--- src/rtl/serial_tx_pkg.sv ---
// Shared definitions for the serial transmitter: FSM state encoding and line levels.
package serial_tx_pkg;

    typedef enum logic [1:0] {
        IDLE  = 2'd0,
        START = 2'd1,
        DATA  = 2'd2,
        STOP  = 2'd3
    } state_e;

    // Level the line rests at between frames; a future receiver shares it.
    localparam logic LINE_IDLE = 1'b1;

endpackage

--- src/rtl/serial_baud_tick.sv ---
// Bit-period timer: counts 0..CLKS_PER_BIT-1, tick marks the last cycle of each bit.
module serial_baud_tick #(
    parameter int CLKS_PER_BIT = 4
) (
    input  logic clk,
    input  logic clr,
    input  logic restart,
    output logic tick
);

    localparam int CW = (CLKS_PER_BIT > 1) ? $clog2(CLKS_PER_BIT) : 1;
    localparam logic [CW-1:0] LAST = CW'(CLKS_PER_BIT - 1);

    logic [CW-1:0] cnt_q, cnt_d;

    assign tick = (cnt_q == LAST);

    always_comb begin
        cnt_d = cnt_q + 1'b1;
        if (restart || tick) cnt_d = '0;
    end

    always_ff @(posedge clk) begin
        if (!clr) cnt_q <= '0;
        else      cnt_q <= cnt_d;
    end

endmodule

--- src/rtl/serial_tx.sv ---
// UART-style frame transmitter: start bit, DATA_W bits LSB-first, STOP_BITS stop bits.
module serial_tx
    import serial_tx_pkg::*;
#(
    parameter int DATA_W       = 8,
    parameter int CLKS_PER_BIT = 4,
    parameter int STOP_BITS    = 1
) (
    input  logic              clk,
    input  logic              clr,
    input  logic [DATA_W-1:0] d,
    input  logic              valid,
    output logic              ready,
    output logic              tx,
    output logic              busy
);

    localparam int BW = $clog2(DATA_W + 1);
    localparam logic [BW-1:0] LAST_DATA = BW'(DATA_W - 1);
    localparam logic [BW-1:0] LAST_STOP = BW'(STOP_BITS - 1);

    state_e            state_q, state_d;
    logic              tx_q, tx_d;
    logic              busy_q, busy_d;
    logic              ready_q, ready_d;
    logic [DATA_W-1:0] shift_q, shift_d;
    logic [BW-1:0]     bit_q, bit_d;
    logic              tick, restart;

    assign ready = ready_q;
    assign busy  = busy_q;
    assign tx    = tx_q;

    // Counter is held at zero while idle so every frame starts on a clean bit period.
    assign restart = (state_d != state_q) || (state_q == IDLE);

    serial_baud_tick #(.CLKS_PER_BIT(CLKS_PER_BIT)) u_baud (
        .clk     (clk),
        .clr     (clr),
        .restart (restart),
        .tick    (tick)
    );

    always_comb begin
        state_d = state_q;
        tx_d    = tx_q;
        busy_d  = busy_q;
        ready_d = ready_q;
        shift_d = shift_q;
        bit_d   = bit_q;
        unique case (state_q)
            IDLE: if (valid && ready_q) begin
                state_d = START;
                shift_d = d;
                tx_d    = 1'b0;
                busy_d  = 1'b1;
                ready_d = 1'b0;
                bit_d   = '0;
            end
            START: if (tick) begin
                state_d = DATA;
                tx_d    = shift_q[0];
            end
            DATA: if (tick) begin
                shift_d = shift_q >> 1;
                if (bit_q == LAST_DATA) begin
                    state_d = STOP;
                    tx_d    = LINE_IDLE;
                    bit_d   = '0;
                end else begin
                    tx_d  = shift_d[0];
                    bit_d = bit_q + 1'b1;
                end
            end
            STOP: if (tick) begin
                if (bit_q == LAST_STOP) begin
                    state_d = IDLE;
                    busy_d  = 1'b0;
                    ready_d = 1'b1;
                    bit_d   = '0;
                end else begin
                    bit_d = bit_q + 1'b1;
                end
            end
            default: state_d = IDLE;
        endcase
    end

    always_ff @(posedge clk) begin
        if (!clr) begin
            state_q <= IDLE;
            tx_q    <= LINE_IDLE;
            busy_q  <= 1'b0;
            ready_q <= 1'b1;
            shift_q <= '0;
            bit_q   <= '0;
        end else begin
            state_q <= state_d;
            tx_q    <= tx_d;
            busy_q  <= busy_d;
            ready_q <= ready_d;
            shift_q <= shift_d;
            bit_q   <= bit_d;
        end
    end

endmodule
--- config.mk ---
export PLATFORM = sky130hd
export DESIGN_NAME = serial_tx
export DESIGN_NICKNAME = d
export VERILOG_FILES = /design/src/rtl/serial_tx_pkg.sv /design/src/rtl/serial_baud_tick.sv /design/src/rtl/serial_tx.sv
export SDC_FILE = /design/constraint.sdc
export NUM_CORES = 1
export LEC_CHECK = 0
export CORE_MARGIN = 8
export CORE_UTILIZATION = 58
export DETAILED_ROUTE_END_ITERATION = 8
export GPL_ROUTABILITY_DRIVEN = 0
export GPL_TIMING_DRIVEN = 0
export PLACE_DENSITY = 0.81
export SLEW_MARGIN = 20
export SYNTH_ARGS = -nofsm -noshare
export SYNTH_HDL_FRONTEND = slang
export SYNTH_SLANG_ARGS = --single-unit
--- constraint.sdc ---
create_clock -name clk -period 3.05 [get_ports clk]
set_input_delay 0.4575 -clock clk [delete_from_list [all_inputs] [get_ports clk]]
set_output_delay 0.4575 -clock clk [all_outputs]
set_load 0.02 [all_outputs]
Word level (Yosys, flattened, before mapping)
Cells that the tools add are included.
- output and inout bits: 3
- logic and storage cells: 63
- register bits after elaboration: 19
- multiplexer cells: 28
- $add $sub $neg: 2
- equality and inequality tests: 11
- reductions and logical operators: 14
- bitwise gates (word level): 1
- operators with widths (kind ; count):
    4-bit two-way mux ; 5
    8-bit two-way mux ; 2
    8-bit case mux with 2 select lines ; 1
    2-bit two-way mux ; 6
    4-bit case mux with 3 select lines ; 1
    4-bit AND reduction ; 3
    1-bit two-way mux ; 9
    2-bit by 1-bit != test with 1-bit output (second input constant) ; 4
    2-bit case mux with 4 select lines ; 1
    2-bit == test (second input constant) ; 3
    3-bit nonzero test ; 2
    4-bit by 1-bit adder with 4-bit output (second input constant) ; 1
    4-bit by 3-bit == test with 1-bit output (second input constant) ; 1
    4-bit zero test ; 1
    1-bit case mux with 2 select lines ; 2
    2-bit nonzero test ; 2
    1-bit case mux with 3 select lines ; 1
    3-bit AND reduction ; 1
    2-bit by 1-bit adder with 2-bit output (second input constant) ; 1
    2-bit by 1-bit == test with 1-bit output (second input constant) ; 1
    2-bit zero test ; 1
    1-bit logical OR ; 2
    2-bit != test ; 1
    2-bit != test (second input constant) ; 1
    3 further kinds ; 3

Depth between registers and ports, before layout
Gate-level depths: netlist (run 1).
- depth in word-level cells: 8
- gate-level depth with buffers: 8
- mapped depth without buffers: 6

Hierarchy
From an unflattened synthesis (run 1), not the netlist that was laid out.
- cells, all modules: 123
- area, all modules: 1114.8 sq um
- modules (own cells, without submodules) (module ; seq. area each (sq um) ; times used ; area an instance (sq um) ; cells an instance):
    serial_tx ; 340.3 ; 1 ; 1034.7 ; 118
    serial_baud_tick ; 40.0 ; 1 ; 80.1 ; 5

Least setup slack after synthesis (run 1)
No wires, ideal clock.
- path kind: register to register
- from: register state_q[0]
- to: register shift_q[0]
- arrival: 1612 ps
- library setup time: 116 ps
- cell stages (with the launch flop): 9
- slack: 1322 ps
- buffers on the path: 2
- data required time: 2934 ps
- path through: dfxtp_1 > inv_1 > ha_1 > buf_6 > a21boi_4 > nor2_1 > buf_2 > nand2_1 > o211a_1
- word-level cells in the longest chain between the ends: 3
- elaborated cells between the ends (all ways): 7
- ends and longest elaborated chain (element ; RTL line ; RTL):
    from (decl) ; serial_tx.sv:22 ; state_e state_q, state_d;
    from (signal assigned) ; serial_tx.sv:98 ; state_q <= state_d;
    2-bit == test or 2-bit zero test (tied branches) ; serial_tx.sv:51 ; unique case (state_q)
    2-bit by 1-bit != test with 1-bit output (no line) or 2-bit nonzero test (tied branches) ; n/a ;
    3-bit AND reduction (no line) ; n/a ;
    to (signal assigned) ; serial_tx.sv:102 ; shift_q <= shift_d;
    to (decl) ; serial_tx.sv:26 ; logic [DATA_W-1:0] shift_q, shift_d;
Parallel ways exist; a longest one is shown, timed or not.
A chain may end at the register's enable or synchronous reset.

Worst setup path in the final report (run 1)
Ends and elaborated chain as after synthesis.

==> results of run 1 <==
sequential cells by signal, summed over array words and instances, names as in the netlist:
register,count
tx,1
u_baud.cnt_q,2
bit_q,4
busy,1
state_q,2
ready,1
shift_q,8
final cells by class:
class                      count  share of cell area [%]
timing repair buffer          13                    9.80
tap                           27                    2.54
inverter                       7                    1.98
clock buffer                   4                    1.98
buffer                         7                    3.86
multi-input combinational     93                    51.2
sequential                    19                    28.7
final timing paths:
path | startpoint | to | slack [ps]
min | u_baud.cnt_q[0] | u_baud.cnt_q[0] | 420
max reg2reg | state_q[0] | shift_q[0] | 1090
min reg2reg | u_baud.cnt_q[0] | u_baud.cnt_q[0] | 420
max | state_q[0] | shift_q[0] | 1090
cells in the final DEF, fill, tap and decap left out, types with 2 or more instances in the layout:
| master | netlist | routed |
|---|---|---|
| nor2_1 | 6 | 6 |
| ha_1 | 8 | 8 |
| nand2_1 | 17 | 17 |
| clkbuf_1 | 2 | 3 |
| o22ai_1 | 4 | 4 |
| a21oi_1 | 6 | 6 |
| dfxtp_1 | 19 | 19 |
| nor3b_1 | 3 | 3 |
| o211a_1 | 8 | 8 |
| nand3_1 | 5 | 5 |
| buf_2 | 2 | 2 |
| clkdlybuf4s50_1 | 0 | 13 |
| clkbuf_4 | 0 | 3 |
| buf_6 | 3 | 3 |
| mux2i_1 | 9 | 9 |
| inv_1 | 7 | 7 |
| o21ai_0 | 8 | 8 |
where the power goes:
group | leakage (nW) | internal [W] | switching, W
Sequential | 0.156 | 0.000276 | 0.0000196
Clock | 0.0150 | 0.0000511 | 0.0000772
Combinational | 0.381 | 0.0000762 | 0.0000792
Total | 0.552 | 0.000404 | 0.000176
stage by stage:
step                      instances  utilization (%)  hold slack, ps
final                           170             69.8             423
after CTS                       170             69.8             429
after detailed placement        166             68.4             413
after global placement          166             68.4             406
after floorplan                 126                -             399
after global routing            170             69.8             463
layer usage:
layer	share of wire (%)	up-vias	global-route usage, %
met5	0	-	0
met4	1.6	0	6.46
met3	5.1	5	3.01
met2	49	29	26.5
met1	44	467	16.4
li1	-	493	-
critical path: cells and delay by family (launching register included):
kind | cells | cell delay (ps)
AOI/OAI and AO/OA | 2 | 280
DFF | 1 | 450
buffers and inverters | 3 | 530
and+or+nand+nor | 2 | 370
adders and majority gates | 1 | 220
kinds of logic (layout without fill, tap and decap cells):
group	count (synthesis)	count (layout)	share of synthesized area [%]
adder cells (fa/ha/maj)	8	8	8.80
AO/OA/AOI/OAI	38	38	25.9
flip-flops	19	19	33.4
buffers and inverters	14	31	6.82
multiplexers	9	9	7.92
AND/OR/NAND/NOR	38	38	17.2
==> impl_results.md, run 1 <==
- Gr usage total: 14.9%
- Core area: 1900 µm²
- Synth area leaders: dfxtp_1, ha_1, mux2i_1
- CTS tree: done
- Largest area contributor in the netlist: dfxtp_1
- First-pass GRT wire length: 4.17 mm
- Layout cell share with drive strength beyond 1: 8.39%
- Via count: 994
- Total power: 0.000580 W
- Min-Delay Path Class: reg2reg
- Initial antenna violation count: 0
- IO buf count: 13
- Root buf cell: clkbuf_4
- Initial DRT Pass Iterations: 4
- Routed Wire Length: 2.35 mm
- Outcome: complete, no violations
- Placement Setup Slack: 1010 ps
- Worst setup SP type: register
- Detail Route Antenna Nets: 0
- Die height: 60.3 µm
- Number of synthesized flops with an enable pin: 0
- CP arrival: 2170 ps
- Clock-pin transition on the worst setup and hold timing paths: 110 ps
- Sequential cell area: 380 µm²
- Yosys top cell area share: 33.4%
- Wirelength per Cell: 13.8 µm
- CTS buffer count: 3
- Die width: 60.3 µm
- Vias/cell: 5.85
- DP Area: 1300 µm²
- Max Clock Freq: 0.511 GHz
- Max clock buf depth: 2
- 1st-iter DRT viols: 23
- Layout area overhead: 16.7%
- Register area share after synthesis: 33.4%
- # IOs: 14
- Setup crit end kind: register
- Leak: 0.552 nW
- Total gr overflow: 0
- Multi-input logic area: 679 µm²
- Worst vdd ir: 281 µV
- Worst path required time: 3260 ps
- RSZ-0062 raised after global routing: no
- Dpl hpwl: 1.80 mm
- Final Hold Vio Count: 0
- Starting density of the core: 59.8%
- Worst skew pair latency: 300 ps
- Clock sinks: 19
- Fin area: 1330 µm²
- Final Worst Setup Slack: 1090 ps
- Worst slew pin tran: 490 ps
- DRC Markers: 0
- Yosys reg bits: 19
- Dominant cell by count in the synthesized netlist: dfxtp_1
- Delay of the slowest critical-path stage: 450 ps
- Mapped Cells: 126
- Post-Syn Nets: 145
- Synth Cell Area: 1140 µm²
- CP max stage cell: dfxtp_1
- Fill cell total of the finished layout: 152
- Finish-stage setup viols: 0
- Period utilization: 64.2%
- Largest net degree at the start of global routing: 11
- Yosys cell types: 34
- Final Slew Violations: 0
- N_diodes: 0
- Normalized max-slew margin: 67.4%
- DIE AREA: 3630 µm²
- Worst path cell trace: inv_1 > ha_1 > buf_6 > a21boi_4 > nor2_1 > buf_2 > nand2_1 > o211a_1
- CTS Hold Bufs: 0
- Worst Reg2Reg Path Length in Cells: 8
- Postcts setup bufs: 0
- Fin Setup TNS: 0 ps
- Vias in the first global route: 1,014
- Synthesis Warnings: 0
- Commonest cells in the netlist: dfxtp_1, nand2_1, mux2i_1
- Syn Area/Cell: 9.03 µm²
- Min-Delay Path Depth: 1
- Critical path class: reg2reg
- Crit Path Max Fanout: 10
- Fin crit period: 1960 ps
- Ys async rst share: 0%
- Post-synth top flop: dfxtp_1
- Fin Clk Skew: 6.70 ps
- Max_cap viols: 0
- Pwr/cell area: 437 nW/µm²
- H-tree Lvls: 1
- Final #Nets: 163
- Placement Rows: 16
- PostCTS Resize Cnt: 0
Note: power is estimated with default switching activity, not from simulation.
==> inputs of run 2 (changes only) <==
- CORE_UTILIZATION: 58 -> 49
- PLACE_DENSITY: 0.81 -> 0.72
- clock period: 3.05 -> 1.7 ns (I/O delays scaled with it)
==> impl_results.md, run 2 (synthesized netlist as in run 1, its figures left out) <==
- Outcome: complete, no violations
- Detail Route Antenna Nets: 0 (unchanged)
- Min-Delay Path Depth: 1 (unchanged)
- Layout area overhead: 21.3%
- Leak: 0.573 nW (+3.8%)
- Worst Reg2Reg Path Length in Cells: 6 (-2)
- Vias in the first global route: 989 (-2.5%)
- Vias/cell: 5.86 (+0.14%)
- Fin crit period: 1650 ps (-305 ps)
- Largest Register: shift_q
- DIE AREA: 4120 µm² (+13%)
- Die height: 64.2 µm (+6.5%)
- Worst skew pair latency: 300 ps (about the same)
- Worst vdd ir: 547 µV (+95%)
- Setup crit end kind: register
- Dpl hpwl: 1.81 mm (+0.73%)
- Placement Rows: 17 (+1)
- Final Slew Violations: 0 (unchanged)
- Crit Path Max Fanout: 4 (-6)
- Worst path required time: 1900 ps (-1360 ps)
- Routed Wire Length: 2.49 mm (+6.0%)
- H-tree Lvls: 1 (unchanged)
- Fin Setup TNS: 0 ps (unchanged)
- CTS Hold Bufs: 0 (unchanged)
- Wirelength per Cell: 14.4 µm (+4.2%)
- First-pass GRT wire length: 4.22 mm (+1.1%)
- CTS buffer count: 3 (unchanged)
- Pwr/cell area: 788 nW/µm² (+80%)
- RSZ-0062 raised after global routing: yes
- Clock-pin transition on the worst setup and hold timing paths: 110 ps (about the same)
- Final #Nets: 165 (+1.2%)
- Starting density of the core: 51.4% (-8.4 points)
- Max clock buf depth: 2 (unchanged)
- Core area: 2210 µm² (+16%)
- FF-to-FF End: u_baud.cnt_q[1]
- Worst setup SP type: register
- Worst slew pin tran: 520 ps (+30.4 ps)
- Initial antenna violation count: 0 (unchanged)
- Layout cell share with drive strength beyond 1: 15.9% (+7.5 points)
- HP Start: u_baud.cnt_q[0]
- Final Worst Setup Slack: 47.2 ps (-1040 ps)
- Finish-stage setup viols: 0 (unchanged)
- Largest net degree at the start of global routing: 12 (+1)
- Root buf cell: clkbuf_4
- Final Hold Vio Count: 0 (unchanged)
- Fill cell total of the finished layout: 205 (+35%)
- Max_cap viols: 0 (unchanged)
- DRC Markers: 0 (unchanged)
- Initial DRT Pass Iterations: 4 (unchanged)
- Max FFs per register: 8 (unchanged)
- CTS tree: done
- Most frequent cells in the layout: nand2_1, dfxtp_1, clkdlybuf4s50_1
- Critical path class: reg2reg
- Flop2flop setup slack: 50 ps (-1040 ps)
- Die width: 64.2 µm (+6.5%)
- Min-Delay Path Class: reg2reg
- Normalized max-slew margin: 65.3% (-2.0 points)
- Placement Setup Slack: -164 ps (-1170 ps)
- Fin Clk Skew: 7.77 ps (+1.07 ps)
- FF-to-FF Start: bit_q[0]
- Clock sinks: 19 (unchanged)
- CP arrival: 1850 ps (-320 ps)
- Top flop regs: shift_q x8, bit_q x4
- Total gr overflow: 0 (unchanged)
- Max Clock Freq: 0.605 GHz (+18%)
- Period utilization: 97.2% (+33 points)
- 1st-iter DRT viols: 39 (+70%)
- Via count: 1,013 (+1.9%)
- # IOs: 14 (unchanged)
- IO buf count: 13 (unchanged)
- Worst Hold End: u_baud.cnt_q[0]
- N_diodes: 0 (unchanged)
- Gr usage total: 12.3% (-2.6 points)
==> run 2: cell count changes in the layout (fill, tap and decap cells not counted), moves of 2 or more <==
| cell | before | now |
|---|---|---|
| buf_2 | 2 | 0 |
| buf_4 | 0 | 2 |
| dfxtp_1 | 19 | 17 |
| dfxtp_4 | 0 | 2 |
| inv_1 | 7 | 5 |
| inv_2 | 0 | 2 |
==> run 2: final cells by class <==
cell class                      instances  area, µm²  share of cell area, %
Timing Repair Buffer                   16        155                   11.2
Buffer                                  6       48.8                   3.54
Inverter                                7       26.3                   1.90
Tap cell                               28       35.0                   2.54
Clock buffer                            3       22.5                   1.63
Clock inverter                          1       5.00                  0.363
Sequential cell                        19        388                   28.1
Multi-Input combinational cell         93        699                   50.7
==> run 2: worst max path at each step <==
stage,start,to,cells after the start
final,bit_q[0],u_baud.cnt_q[1],6
after global routing,state_q[0],u_baud.cnt_q[1],7
after CTS,state_q[1],shift_q[5],7
after detailed placement,state_q[0],shift_q[0],8
after global placement,state_q[0],shift_q[2],8
after floorplan,state_q[0],shift_q[0],8
==> run 2: critical path: stages, from the launching register on <==
cell and delay, ps:
dfxtp_1 350, inv_1 80, ha_1 180, nor3b_1 400, o22ai_1 180, o31ai_1 300
nor2_1 70
==> run 2: routing by layer <==
layer	vias up	routed length (µm)	GRT usage (%)
li1	495	-	-
met1	471	1140	14.3
met2	38	1170	20.6
met3	9	132	3.14
met4	0	47	5.99
met5	-	0	0
==> run 2: through the flow <==
| stage | cell area, µm² | total power [W] | hold WS (ps) | utilization, % | cells |
|---|---|---|---|---|---|
| 6_report | 1380 | 0.00109 | 436 | 62.4 | 173 |
| 5_1_grt | 1380 | 0.00115 | 457 | 62.4 | 173 |
| 4_1_cts | 1370 | 0.00107 | 439 | 61.7 | 173 |
| 3_5_place_dp | 1310 | 0.000823 | 422 | 59.0 | 167 |
| 3_3_place_gp | 1310 | 0.000811 | 407 | 59.0 | 167 |
| 2_1_floorplan | 1140 | 0.000733 | 399 | - | 126 |
==> run 2: repair_timing <==
action	4_1_cts	5_1_grt
setup buffers	2	1
gates cloned	0	0
pin swaps	1	2
endpoints found under the setup margin	15	13
resized for setup	8	8
==> run 2: report_power, final <==
group | internal, W | total (W) | switching, W
sequential | 0.000496 | 0.000531 | 0.0000349
combinational | 0.000167 | 0.000324 | 0.000157
clock | 0.0000877 | 0.000233 | 0.000145
total | 0.000751 | 0.00109 | 0.000337
